`src/rtl/setpoint_store.sv`:
```
`default_nettype none
// ============================================================================
//  Module   : setpoint_store
//  Purpose  : Holds the greenhouse setpoints (temperature, humidity, hour and
//             minute). Decodes the menu adjust codes into single bounded steps,
//             one step per press, and presents registered setpoints.
//  Ports    : clk          - system clock
//             rst_n        - synchronous active-low reset
//             temp_adjust  - 0 none, 1 up, 2 down, 3 ignored
//             hum_adjust   - 0 none, 1 up, 2 down, 3 ignored
//             time_adjust  - 0 none, 1 min up, 2 min down, 3 hour up,
//                            4 hour down, 5..7 ignored
//             temp_set     - temperature setpoint (F), saturating
//             hum_set      - humidity setpoint (%), saturating
//             hour_set     - hour setpoint 0..23, wraps
//             min_set      - minute setpoint 0..59, wraps, no carry to hour
//             changed      - one-cycle pulse whenever any setpoint changed
//  Options  : AUTO_REPEAT_EN - when defined, a held code auto-repeats after
//             REPEAT_DELAY cycles and then every REPEAT_RATE cycles.
//  Revision : 1.0 - initial release
// ============================================================================
module setpoint_store #(
    parameter int TEMP_DEFAULT = 72,
    parameter int TEMP_MIN     = 50,
    parameter int TEMP_MAX     = 95,
    parameter int HUM_DEFAULT  = 60,
    parameter int HUM_MIN      = 20,
    parameter int HUM_MAX      = 90,
    parameter int REPEAT_DELAY = 2000000,
    parameter int REPEAT_RATE  = 500000
) (
    input  logic       clk,
    input  logic       rst_n,
    input  logic [1:0] temp_adjust,
    input  logic [1:0] hum_adjust,
    input  logic [2:0] time_adjust,
    output logic [6:0] temp_set,
    output logic [6:0] hum_set,
    output logic [4:0] hour_set,
    output logic [5:0] min_set,
    output logic       changed
);

    localparam logic [6:0]  c_TEMP_DEF   = 7'(TEMP_DEFAULT);
    localparam logic [6:0]  c_TEMP_MIN   = 7'(TEMP_MIN);
    localparam logic [6:0]  c_TEMP_MAX   = 7'(TEMP_MAX);
    localparam logic [6:0]  c_HUM_DEF    = 7'(HUM_DEFAULT);
    localparam logic [6:0]  c_HUM_MIN    = 7'(HUM_MIN);
    localparam logic [6:0]  c_HUM_MAX    = 7'(HUM_MAX);
    // The hold counter never actually holds REPEAT_DELAY: the cycle it would
    // get there, the repeat step fires and the counter reloads instead.
    localparam logic [21:0] c_RPT_LAST   = 22'(REPEAT_DELAY - 1);
    localparam logic [21:0] c_RPT_RELOAD = 22'(REPEAT_DELAY - REPEAT_RATE);

    // Sampled code and the code sampled one cycle earlier, per channel.
    logic [1:0] r_temp_code, r_temp_prev;
    logic [1:0] r_hum_code,  r_hum_prev;
    logic [2:0] r_time_code, r_time_prev;

    logic [6:0] r_temp_set, r_hum_set;
    logic [4:0] r_hour_set;
    logic [5:0] r_min_set;
    logic       r_changed;

    // Channel index: 0 temperature, 1 humidity, 2 time.
    logic [2:0] w_valid, w_same, w_press, w_held, w_rpt, w_step;
    logic [6:0] w_temp_next, w_hum_next;
    logic [4:0] w_hour_next;
    logic [5:0] w_min_next;
    logic       w_any_chg;

    assign w_valid[0] = (r_temp_code == 2'd1) || (r_temp_code == 2'd2);
    assign w_valid[1] = (r_hum_code  == 2'd1) || (r_hum_code  == 2'd2);
    assign w_valid[2] = (r_time_code != 3'd0) && (r_time_code <= 3'd4);

    assign w_same[0]  = (r_temp_code == r_temp_prev);
    assign w_same[1]  = (r_hum_code  == r_hum_prev);
    assign w_same[2]  = (r_time_code == r_time_prev);

    // Any change into a valid code is a new press, including valid-to-valid.
    assign w_press = w_valid & ~w_same;
    assign w_held  = w_valid &  w_same;
    assign w_step  = w_press | w_rpt;

`ifdef AUTO_REPEAT_EN
    for (genvar i = 0; i < 3; i++) begin : g_rpt
        logic [21:0] r_cnt;

        // Anything other than a steady valid code (press, idle, invalid)
        // restarts the hold time.
        always_ff @(posedge clk) begin
            if (!rst_n) begin
                r_cnt <= '0;
            end else if (!w_held[i]) begin
                r_cnt <= '0;
            end else if (r_cnt == c_RPT_LAST) begin
                r_cnt <= c_RPT_RELOAD;
            end else begin
                r_cnt <= r_cnt + 22'd1;
            end
        end

        assign w_rpt[i] = w_held[i] && (r_cnt == c_RPT_LAST);
    end
`else
    logic w_unused_rpt;

    assign w_rpt        = '0;
    assign w_unused_rpt = ^{c_RPT_LAST, c_RPT_RELOAD, w_held};
`endif

    always_comb begin
        w_temp_next = r_temp_set;
        w_hum_next  = r_hum_set;
        w_hour_next = r_hour_set;
        w_min_next  = r_min_set;

        if (w_step[0]) begin
            if (r_temp_code == 2'd1 && r_temp_set < c_TEMP_MAX) begin
                w_temp_next = r_temp_set + 7'd1;
            end else if (r_temp_code == 2'd2 && r_temp_set > c_TEMP_MIN) begin
                w_temp_next = r_temp_set - 7'd1;
            end
        end

        if (w_step[1]) begin
            if (r_hum_code == 2'd1 && r_hum_set < c_HUM_MAX) begin
                w_hum_next = r_hum_set + 7'd1;
            end else if (r_hum_code == 2'd2 && r_hum_set > c_HUM_MIN) begin
                w_hum_next = r_hum_set - 7'd1;
            end
        end

        if (w_step[2]) begin
            case (r_time_code)
                3'd1:    w_min_next  = (r_min_set  == 6'd59) ? 6'd0  : r_min_set  + 6'd1;
                3'd2:    w_min_next  = (r_min_set  == 6'd0)  ? 6'd59 : r_min_set  - 6'd1;
                3'd3:    w_hour_next = (r_hour_set == 5'd23) ? 5'd0  : r_hour_set + 5'd1;
                3'd4:    w_hour_next = (r_hour_set == 5'd0)  ? 5'd23 : r_hour_set - 5'd1;
                default: ;
            endcase
        end

        // A step blocked at a saturation bound leaves the value alone and so
        // produces no change pulse.
        w_any_chg = (w_temp_next != r_temp_set) || (w_hum_next  != r_hum_set)
                 || (w_hour_next != r_hour_set) || (w_min_next  != r_min_set);
    end

    always_ff @(posedge clk) begin
        if (!rst_n) begin
            r_temp_code <= '0;
            r_temp_prev <= '0;
            r_hum_code  <= '0;
            r_hum_prev  <= '0;
            r_time_code <= '0;
            r_time_prev <= '0;
            r_temp_set  <= c_TEMP_DEF;
            r_hum_set   <= c_HUM_DEF;
            r_hour_set  <= 5'd12;
            r_min_set   <= 6'd0;
            r_changed   <= 1'b0;
        end else begin
            r_temp_code <= temp_adjust;
            r_temp_prev <= r_temp_code;
            r_hum_code  <= hum_adjust;
            r_hum_prev  <= r_hum_code;
            r_time_code <= time_adjust;
            r_time_prev <= r_time_code;
            r_temp_set  <= w_temp_next;
            r_hum_set   <= w_hum_next;
            r_hour_set  <= w_hour_next;
            r_min_set   <= w_min_next;
            r_changed   <= w_any_chg;
        end
    end

    assign temp_set = r_temp_set;
    assign hum_set  = r_hum_set;
    assign hour_set = r_hour_set;
    assign min_set  = r_min_set;
    assign changed  = r_changed;

endmodule
`default_nettype wire

```
`config.mk`:
```
export PLATFORM = sky130hd
export DESIGN_NAME = setpoint_store
export DESIGN_NICKNAME = d
export VERILOG_FILES = /design/src/rtl/setpoint_store.sv
export SDC_FILE = /design/constraint.sdc
export NUM_CORES = 1
export LEC_CHECK = 0
export BUFFER_PORTS_ARGS = -buffer_cell sky130_fd_sc_hd__clkbuf_2
export CAP_MARGIN = 20
export CELL_PAD_IN_SITES_DETAIL_PLACEMENT = 1
export CELL_PAD_IN_SITES_GLOBAL_PLACEMENT = 1
export CORE_MARGIN = 2
export CORE_UTILIZATION = 46
export DETAILED_ROUTE_END_ITERATION = 10
export PLACE_DENSITY = 0.87
export SETUP_SLACK_MARGIN = 0.4
export SYNTH_ARGS = -nofsm -noshare
export SYNTH_HDL_FRONTEND = slang
export SYNTH_SLANG_ARGS = --single-unit
export TNS_END_PERCENT = 50
```
`constraint.sdc`:
```
create_clock -name clk -period 3.35 [get_ports clk]
set_input_delay 0.335 -clock clk [delete_from_list [all_inputs] [get_ports clk]]
set_output_delay 0.335 -clock clk [all_outputs]
set_load 0.03 [all_outputs]
```
==> metrics.md, run 1 <==
| Metric | Value |
|---|---|
| Final Hold Viols | `0` |
| Clock network power share | `0.286` |
| Via density | `5.94` |
| CTS Root Buffer Type | `clkbuf_8` |
| Fin crit share | `0.741` |
| Switching share of power | `0.324` |
| Met1 wire length | `3.40 mm` |
| Worst-path clk slew | `0.08 ns` |
| Clock Path Buffers | `2` |
| Setup TNS | `0 ns` |
| Initial antenna violation count | `0` |
| Vias in the first global route | `2573` |
| Top Layer Used | `met4` |
| Synth warn | `0` |
| Measured slew at the worst slew-check pin | `0.631 ns` |
| First-pass GRT wire length | `12.4 mm` |
| Flops & latches, synth | `40` |
| RSZ-0062 raised after global routing | `false` |
| Max Slew Vio Count | `0` |
| Power per cell area | `356 nW/um^2` |
| TritonCTS clock tree | `built` |
| Die height | `81.6 microns` |
| Clock skew | `0.00918 ns` |
| Hold Path Stages | `2` |
| Worst-path cell chain | `inv_1, ha_1, nor2b_1, and2_1, o32a_1, mux2i_1, a41oi_1, o41a_1` |
| Sink Count | `40` |
| Cts repair resizes | `0` |
| Crit-path slowest cell | `dfxtp_1` |
| Total power | `0.00108 W` |
| DRT Pass-1 Iters | `4` |
| Worst-Skew Late Latency | `0.30 ns` |
| Slew headroom | `0.574` |
| DR vias | `2680` |
| H-tree levels | `2` |
| CTS hold repair buffers | `0` |
| Min Hold Slack | `0.237 ns` |
| Post-placement cell area | `2960 sq um` |
| Critical-path maximum fanout | `12` |
| Worst path required time | `3.53 ns` |
| Area grow syn2layout | `9.76%` |
| Leak Pwr | `1.15 nW` |
| FMAX | `403 MHz` |
| Max VDD drop | `0.000223 V` |
| RePlAce Congestion | `0.903` |
| Post-Syn Nets | `376` |
| Cell area after layout | `3040 sq um` |
| WS Path Type | `flip-flop to flip-flop` |
| Antenna cells | `0` |
| # fillers | `729` |
| Wire length on met2 | `3.71 mm` |
| R2r startpoint | `min_set[0]` |
| Setup Viol. Count Final | `0` |
| R2R depth | `8` |
| HPWL after detailed placement | `5.46 mm` |
| Max-cap violations | `0` |
| Hold EP | `r_time_code[0]` |
| P_int | `0.000732 W` |
| DR iter-0 viols | `80` |
| Minimum clock period | `2.48 ns` |
| CP startpoint kind | `flip-flop` |
| Placed Cells | `444` |
| Mapped Cells | `352` |
| Reg power frac | `0.495` |
| DRC | `0` |
| Initial Utilization | `0.473` |
| Grt ovf | `0` |
| Core Area | `5850 sq um` |
| Synth async-reset ratio | `0` |
| IO buf count | `34` |
| Status | `complete, no violations` |
| DR WL met3 | `187 microns` |
| Crit path DAT | `2.67 ns` |
| Hold path start | `time_adjust[0]` |
| Netlist cell types | `59` |
| Sw Pwr | `0.000350 W` |
| CP Capture Type | `flip-flop` |
| Drt wl/cell | `16.4 microns` |
| Number of synthesized flops with an enable pin | `0` |
| Syn avg cell area | `7.86 sq um` |
| Synth Flop Type | `dfxtp_1` |
| Routed Antenna Nets | `0` |
| Die width | `81.6 microns` |
| Reg2reg setup slack | `0.87 ns` |
| R2r endpoint | `changed` |
| Row Count | `28` |
| Sequential area share after synthesis | `0.289` |
| Die area | `6650 sq um` |
| Setup Buffers After CTS | `0` |
| Final WL | `7.40 mm` |
| TritonCTS Buffers | `5` |
| Ports | `35` |
| Global-route usage over all layers | `0.236` |
| Layout Cells excl Fill | `451` |
| Cell Area, Synth | `2770 sq um` |
| Hold Crit Class | `primary input to flip-flop` |
| Logic pwr share | `0.220` |
| Layout cells sized above 1 | `0.133` |
| Largest net degree at the start of global routing | `28` |
| Nets | `400` |
| Max stage delay on crit path | `0.62 ns` |
## critical path, delay by kind of cell, from the launching register on
kind	cells	cell delay, ns
AND/OR/NAND/NOR	2	0.31
AO/OA/AOI/OAI	3	0.90
flip-flops	1	0.62
adder cells (fa/ha/maj)	1	0.25
buffers and inverters	1	0.13
multiplexers	1	0.14
## worst max path at each step
stage / from / to / cells past startpoint
2_1_floorplan: min_set[0] / changed / 9
3_3_place_gp: min_set[0] / changed / 8
3_5_place_dp: min_set[0] / changed / 8
4_1_cts: min_set[0] / changed / 8
5_1_grt: r_time_code[1] / hour_set[3] / 5
6_report: min_set[0] / changed / 8
## cell usage after synthesis (all sizes together), types with 4 or more instances
library cell	instances	area (sq um)
a31oi	4	25.0
clkbuf	13	48.8
o211ai	8	60.1
a21oi	29	145
and2	13	81.3
o21a	5	37.5
o22ai	4	25.0
o21ai	26	130
nor2	23	86.3
nor3	5	25.0
a21o	5	37.5
ha	15	188
dfxtp	40	801
nand3	9	45.0
nand2	33	124
a22oi	4	30.0
and3	5	31.3
xor2	6	52.6
buf	5	30.0
mux2i	4	40.0
nor3b	5	53.8
inv	20	75.1
xnor2	11	96.3
nand2b	8	50.1
## metal layers
metal  GRT usage  vias up
met5           0        -
met4      0.0695        0
met3      0.0341        9
met2       0.407       53
met1       0.304     1299
li1            -     1319
## cell usage in the layout (no fill, tap or decap), drive strengths merged, types with 3 or more instances in the layout
| cell | synthesis | routed |
|---|---|---|
| nor3 | 5 | 5 |
| xnor2 | 11 | 11 |
| nand4 | 3 | 3 |
| a22oi | 4 | 4 |
| nor2 | 23 | 23 |
| a21o | 5 | 5 |
| or3 | 3 | 3 |
| a21oi | 29 | 29 |
| nor4 | 3 | 3 |
| o21ai | 26 | 26 |
| and3 | 5 | 5 |
| and2 | 13 | 13 |
| clkbuf | 13 | 40 |
| nand2 | 33 | 33 |
| nand3 | 9 | 9 |
| a31oi | 4 | 4 |
| ha | 15 | 15 |
| o311ai | 3 | 3 |
| xor2 | 6 | 6 |
| o21a | 5 | 5 |
| o211ai | 8 | 8 |
| nand2b | 8 | 8 |
| o22ai | 4 | 4 |
| nor3b | 5 | 5 |
| dfxtp | 40 | 40 |
| mux2i | 4 | 4 |
| inv | 20 | 20 |
| o211a | 3 | 3 |
## through the flow
stage	setup slack, ns	util
3_5_place_dp	0.919	0.506
2_1_floorplan	0.889	-
3_3_place_gp	1.01	0.506
6_report	0.866	0.519
4_1_cts	0.888	0.519
5_1_grt	0.605	0.519
## state kept, by name (all words and copies together), names as in the netlist
| signal | count |
|---|---|
| r_hum_code | 2 |
| r_temp_code | 2 |
| min_set | 6 |
| r_time_prev | 3 |
| r_time_code | 3 |
| temp_set | 7 |
| hum_set | 7 |
| r_hum_prev | 2 |
| r_temp_prev | 2 |
| hour_set | 5 |
| changed | 1 |
## area by class of cell
type	instances	area, sq um	share of cell area
clock buffers	6	72.6	0.0239
clock inverters	1	5.00	0.00165
inverters	21	78.8	0.0259
multi-input cells	273	1810	0.596
flip-flops and latches	40	801	0.264
well taps	75	93.8	0.0309
repair buffers	35	178	0.0585
## power groups by stage
stage                     Combinational, W  Clock, W  Sequential (W)
after floorplan                   0.000170         0        0.000549
after global placement            0.000226         0        0.000543
after detailed placement          0.000236         0        0.000546
after CTS                         0.000238  0.000320        0.000534
after global routing              0.000265  0.000337        0.000540
final                             0.000238  0.000309        0.000535
## cells by family after synthesis
group,share of synthesized area
and+or+nand+nor,0.236
AOI/OAI and AO/OA,0.274
DFF,0.289
buffers and inverters,0.0570
xor gates and xnor gates,0.0538
adders and majority gates,0.0678
muxes,0.0226
Note: power is estimated with default switching activity, not from simulation.
==> run 2: changes to the inputs <==
--- a/config.mk
+++ b/config.mk
@@ -5,14 +5,15 @@
 export SDC_FILE = /design/constraint.sdc
 export NUM_CORES = 1
 export LEC_CHECK = 0
+export ABC_AREA = 1
 export BUFFER_PORTS_ARGS = -buffer_cell sky130_fd_sc_hd__clkbuf_2
 export CAP_MARGIN = 20
 export CELL_PAD_IN_SITES_DETAIL_PLACEMENT = 1
 export CELL_PAD_IN_SITES_GLOBAL_PLACEMENT = 1
 export CORE_MARGIN = 2
-export CORE_UTILIZATION = 46
+export CORE_UTILIZATION = 38
 export DETAILED_ROUTE_END_ITERATION = 10
-export PLACE_DENSITY = 0.87
+export PLACE_DENSITY = 0.78
 export SETUP_SLACK_MARGIN = 0.4
 export SYNTH_ARGS = -nofsm -noshare
 export SYNTH_HDL_FRONTEND = slang
==> constraint.sdc (replaced) <==
create_clock -name clk -period 2.12 [get_ports clk]
set_input_delay 0.212 -clock clk [delete_from_list [all_inputs] [get_ports clk]]
set_output_delay 0.212 -clock clk [all_outputs]
set_load 0.03 [all_outputs]
==> run 2 against run 1 <==
Clock skew increased by 0.00068 ns; sequential power increased by 64%; flip-flop and latch count did not move; die area up 29%; non-clock buffer count rose by 16; critical endpoint unchanged; largest cell class unchanged.
==> metrics.md, run 2 <==
| Metric | Value |
|---|---|
| CTS hold repair buffers | `0 (unchanged)` |
| Status | `complete, no violations` |
| Top post-synthesis cells by area | `dfxtp_1 27%, nand2_1 12%, inv_1 6.8%, ha_1 6.3%, nor2_1 5.3%` |
| TritonCTS clock tree | `built` |
| Netlist cell types | `45 (-24%)` |
| Placed Cells | `562 (+27%)` |
| Max Slew Vio Count | `0 (unchanged)` |
| Nets | `502 (+26%)` |
| Vias in the first global route | `2884 (+12%)` |
| Synth async-reset ratio | `0 (unchanged)` |
| Drt wl/cell | `13.8 microns (-16%)` |
| TritonCTS Buffers | `5 (unchanged)` |
| Slew headroom | `0.505 (-0.0692)` |
| Fin crit share | `0.822 (+0.0802)` |
| H-tree levels | `2 (unchanged)` |
| Critical-path maximum fanout | `7 (-5)` |
| Crit path DAT | `1.89 ns (-0.78 ns)` |
| R2R depth | `10 (+2)` |
| Sequential area share after synthesis | `0.269 (-0.0204)` |
| R2r startpoint | `r_time_code[2]` |
| Syn avg cell area | `6.86 sq um (-13%)` |
| Commonest non-fill, non-tap cell in the layout | `nand2_1` |
| Hold path start | `hum_adjust[0]` |
| Worst-Skew Late Latency | `0.30 ns (about the same)` |
| Max VDD drop | `0.000364 V (+63%)` |
| RSZ-0062 raised after global routing | `true` |
| Total power | `0.00218 W (+100%)` |
| Min Hold Slack | `0.0902 ns (-0.147 ns)` |
| Row Count | `32 (+14%)` |
| Mapped Cells | `434 (+23%)` |
| Power per cell area | `603 nW/um^2 (+69%)` |
| Max-cap violations | `0 (unchanged)` |
| Leak Pwr | `1.68 nW (+46%)` |
| Hold EP | `r_hum_code[0]` |
| Measured slew at the worst slew-check pin | `0.742 ns (+0.111 ns)` |
| Post-Syn Nets | `458 (+22%)` |
| Clock Path Buffers | `2 (unchanged)` |
| IO buf count | `34 (unchanged)` |
| Flops & latches, synth | `40 (unchanged)` |
| Sink Count | `40 (unchanged)` |
| CTS Root Buffer Type | `clkbuf_8` |
| Worst path required time | `2.27 ns (-1.26 ns)` |
| CP startpoint kind | `flip-flop` |
| Global-route usage over all layers | `0.190 (-0.0460)` |
| Initial Utilization | `0.389 (-0.0837)` |
| R2r endpoint | `changed` |
| Core Area | `7650 sq um (+31%)` |
| Largest area contributor in the netlist | `dfxtp_1` |
| Reg2reg setup slack | `0.38 ns (-0.49 ns)` |
| Setup Viol. Count Final | `0 (unchanged)` |
| Synth Flop Type | `dfxtp_1` |
| Hold Path Stages | `3 (+1)` |
| RePlAce Congestion | `0.910 (+0.76%)` |
| DR iter-0 viols | `52 (-35%)` |
| WS Path Type | `flip-flop to flip-flop` |
| Area grow syn2layout | `21.2%` |
| Synth warn | `0 (unchanged)` |
| DR vias | `2867 (+7.0%)` |
| Leading cell types in the layout, fill and taps excluded | `93 x nand2_1, 48 x inv_1, 35 x nor2_1, 34 x clkbuf_2, 22 x dfxtp_1` |
| Number of synthesized flops with an enable pin | `0 (unchanged)` |
| First-pass GRT wire length | `13.4 mm (+8.0%)` |
| # fillers | `986 (+35%)` |
| CP Capture Type | `flip-flop` |
| Count leader, synth | `nand2_1` |
| Final WL | `8.04 mm (+8.7%)` |
| Hold Crit Class | `primary input to flip-flop` |
| Die height | `92.5 microns (+13%)` |
| Grt ovf | `0 (unchanged)` |
| Final Hold Viols | `0 (unchanged)` |
| Initial antenna violation count | `0 (unchanged)` |
| FMAX | `574 MHz (+43%)` |
| Largest net degree at the start of global routing | `21 (-25%)` |
| Worst-path clk slew | `0.08 ns (about the same)` |
| Layout Cells excl Fill | `581 (+29%)` |
| Ports | `35 (unchanged)` |
| Setup TNS | `0 ns (unchanged)` |
| Cell Area, Synth | `2980 sq um (+7.6%)` |
| Share of the synthesized area in the top cell type | `0.269 (-0.0204)` |
| Die width | `92.5 microns (+13%)` |
| DRT Pass-1 Iters | `4 (unchanged)` |
| Synth cell count leaders | `97 x nand2_1, 54 x inv_1, 42 x nor2_1, 40 x dfxtp_1, 22 x nand3_1` |
| Minimum clock period | `1.74 ns (-0.742 ns)` |
| Clock skew | `0.00986 ns (+0.000676 ns)` |
| Die area | `8560 sq um (+29%)` |
| HPWL after detailed placement | `5.89 mm (+8.0%)` |
| DRC | `0 (unchanged)` |
| Layout cells sized above 1 | `0.330 (+0.197)` |
| Routed Antenna Nets | `0 (unchanged)` |
| Via density | `4.93 (-17%)` |
| Antenna cells | `0 (unchanged)` |
run 2: changes by cell type after synthesis, sizes merged, moves of 9 or more:
cell	delta
clkbuf	-9
nor2	+26
and2	-13
a21oi	-15
nand3	+20
nand2	+75
inv	+47
o21ai	+9
run 2: cell families after synthesis:
| group | after synthesis | share of synthesized area |
|---|---|---|
| AOI/OAI and AO/OA | 71 | 0.153 |
| xor gates and xnor gates | 23 | 0.0702 |
| adders and majority gates | 15 | 0.0630 |
| buffers and inverters | 81 | 0.118 |
| DFF | 40 | 0.269 |
| and+or+nand+nor | 204 | 0.327 |
run 2: repair_timing:
action,4_1_cts,5_1_grt
gates resized for setup,16,48
setup buffers,3,8
pin swaps,3,19
endpoints found under the setup margin,11,19
run 2: worst max-delay path by stage:
stage	end	slack (ns)	startpoint	depth (start not counted)
6_report	changed	0.38	r_time_code[2]	10
5_1_grt	changed	0.28	hour_set[2]	9
4_1_cts	changed	0.35	hour_set[0]	13
3_5_place_dp	changed	0.16	hour_set[0]	12
3_3_place_gp	changed	0.27	hour_set[0]	12
2_1_floorplan	changed	0.42	hum_set[3]	12
run 2: power by group:
| part | switching (W) | leakage (nW) | total [W] | internal [W] |
|---|---|---|---|---|
| sequential | 0.0000789 | 0.332 | 0.000875 | 0.000796 |
| clock | 0.000283 | 0.0645 | 0.000699 | 0.000416 |
| combinational | 0.000377 | 1.29 | 0.000602 | 0.000225 |
| total | 0.000739 | 1.68 | 0.00218 | 0.00144 |
run 2: cell type report:
| cell class | instances | area, sq um | area share |
|---|---|---|---|
| clock inverters | 1 | 30.0 | 0.00832 |
| repair buffers | 51 | 305 | 0.0846 |
| clock buffers | 7 | 96.3 | 0.0267 |
| flip-flops and latches | 40 | 846 | 0.234 |
| well taps | 102 | 128 | 0.0354 |
| multi-input cells | 313 | 1940 | 0.538 |
| inverters | 67 | 262 | 0.0724 |
run 2: routing by layer:
metal | global-route usage | up-vias | wire (microns)
met4 | 0.0510 | 0 | 70
met1 | 0.252 | 1358 | 3810
li1 | - | 1474 | -
met3 | 0.0317 | 6 | 190
met5 | 0 | - | 0
met2 | 0.319 | 29 | 3970
run 2: stage by stage:
step / utilization / setup WS (ns) / instance area (sq um)
2_1_floorplan: - / 0.423 / 2980
5_1_grt: 0.472 / 0.278 / 3610
3_5_place_dp: 0.422 / 0.164 / 3230
3_3_place_gp: 0.422 / 0.275 / 3230
6_report: 0.472 / 0.378 / 3610
4_1_cts: 0.446 / 0.351 / 3410
run 2: worst max-delay path, cell delays in order, from the launching register on:
cell and delay (ns):
dfxtp_2 0.38, inv_2 0.10, nand3_2 0.13, o31ai_2 0.34, nor2_2 0.08, nand2_1 0.08
nand2_1 0.06, nor2_2 0.14, nand4_1 0.11, nor2_1 0.11, nor2_1 0.05
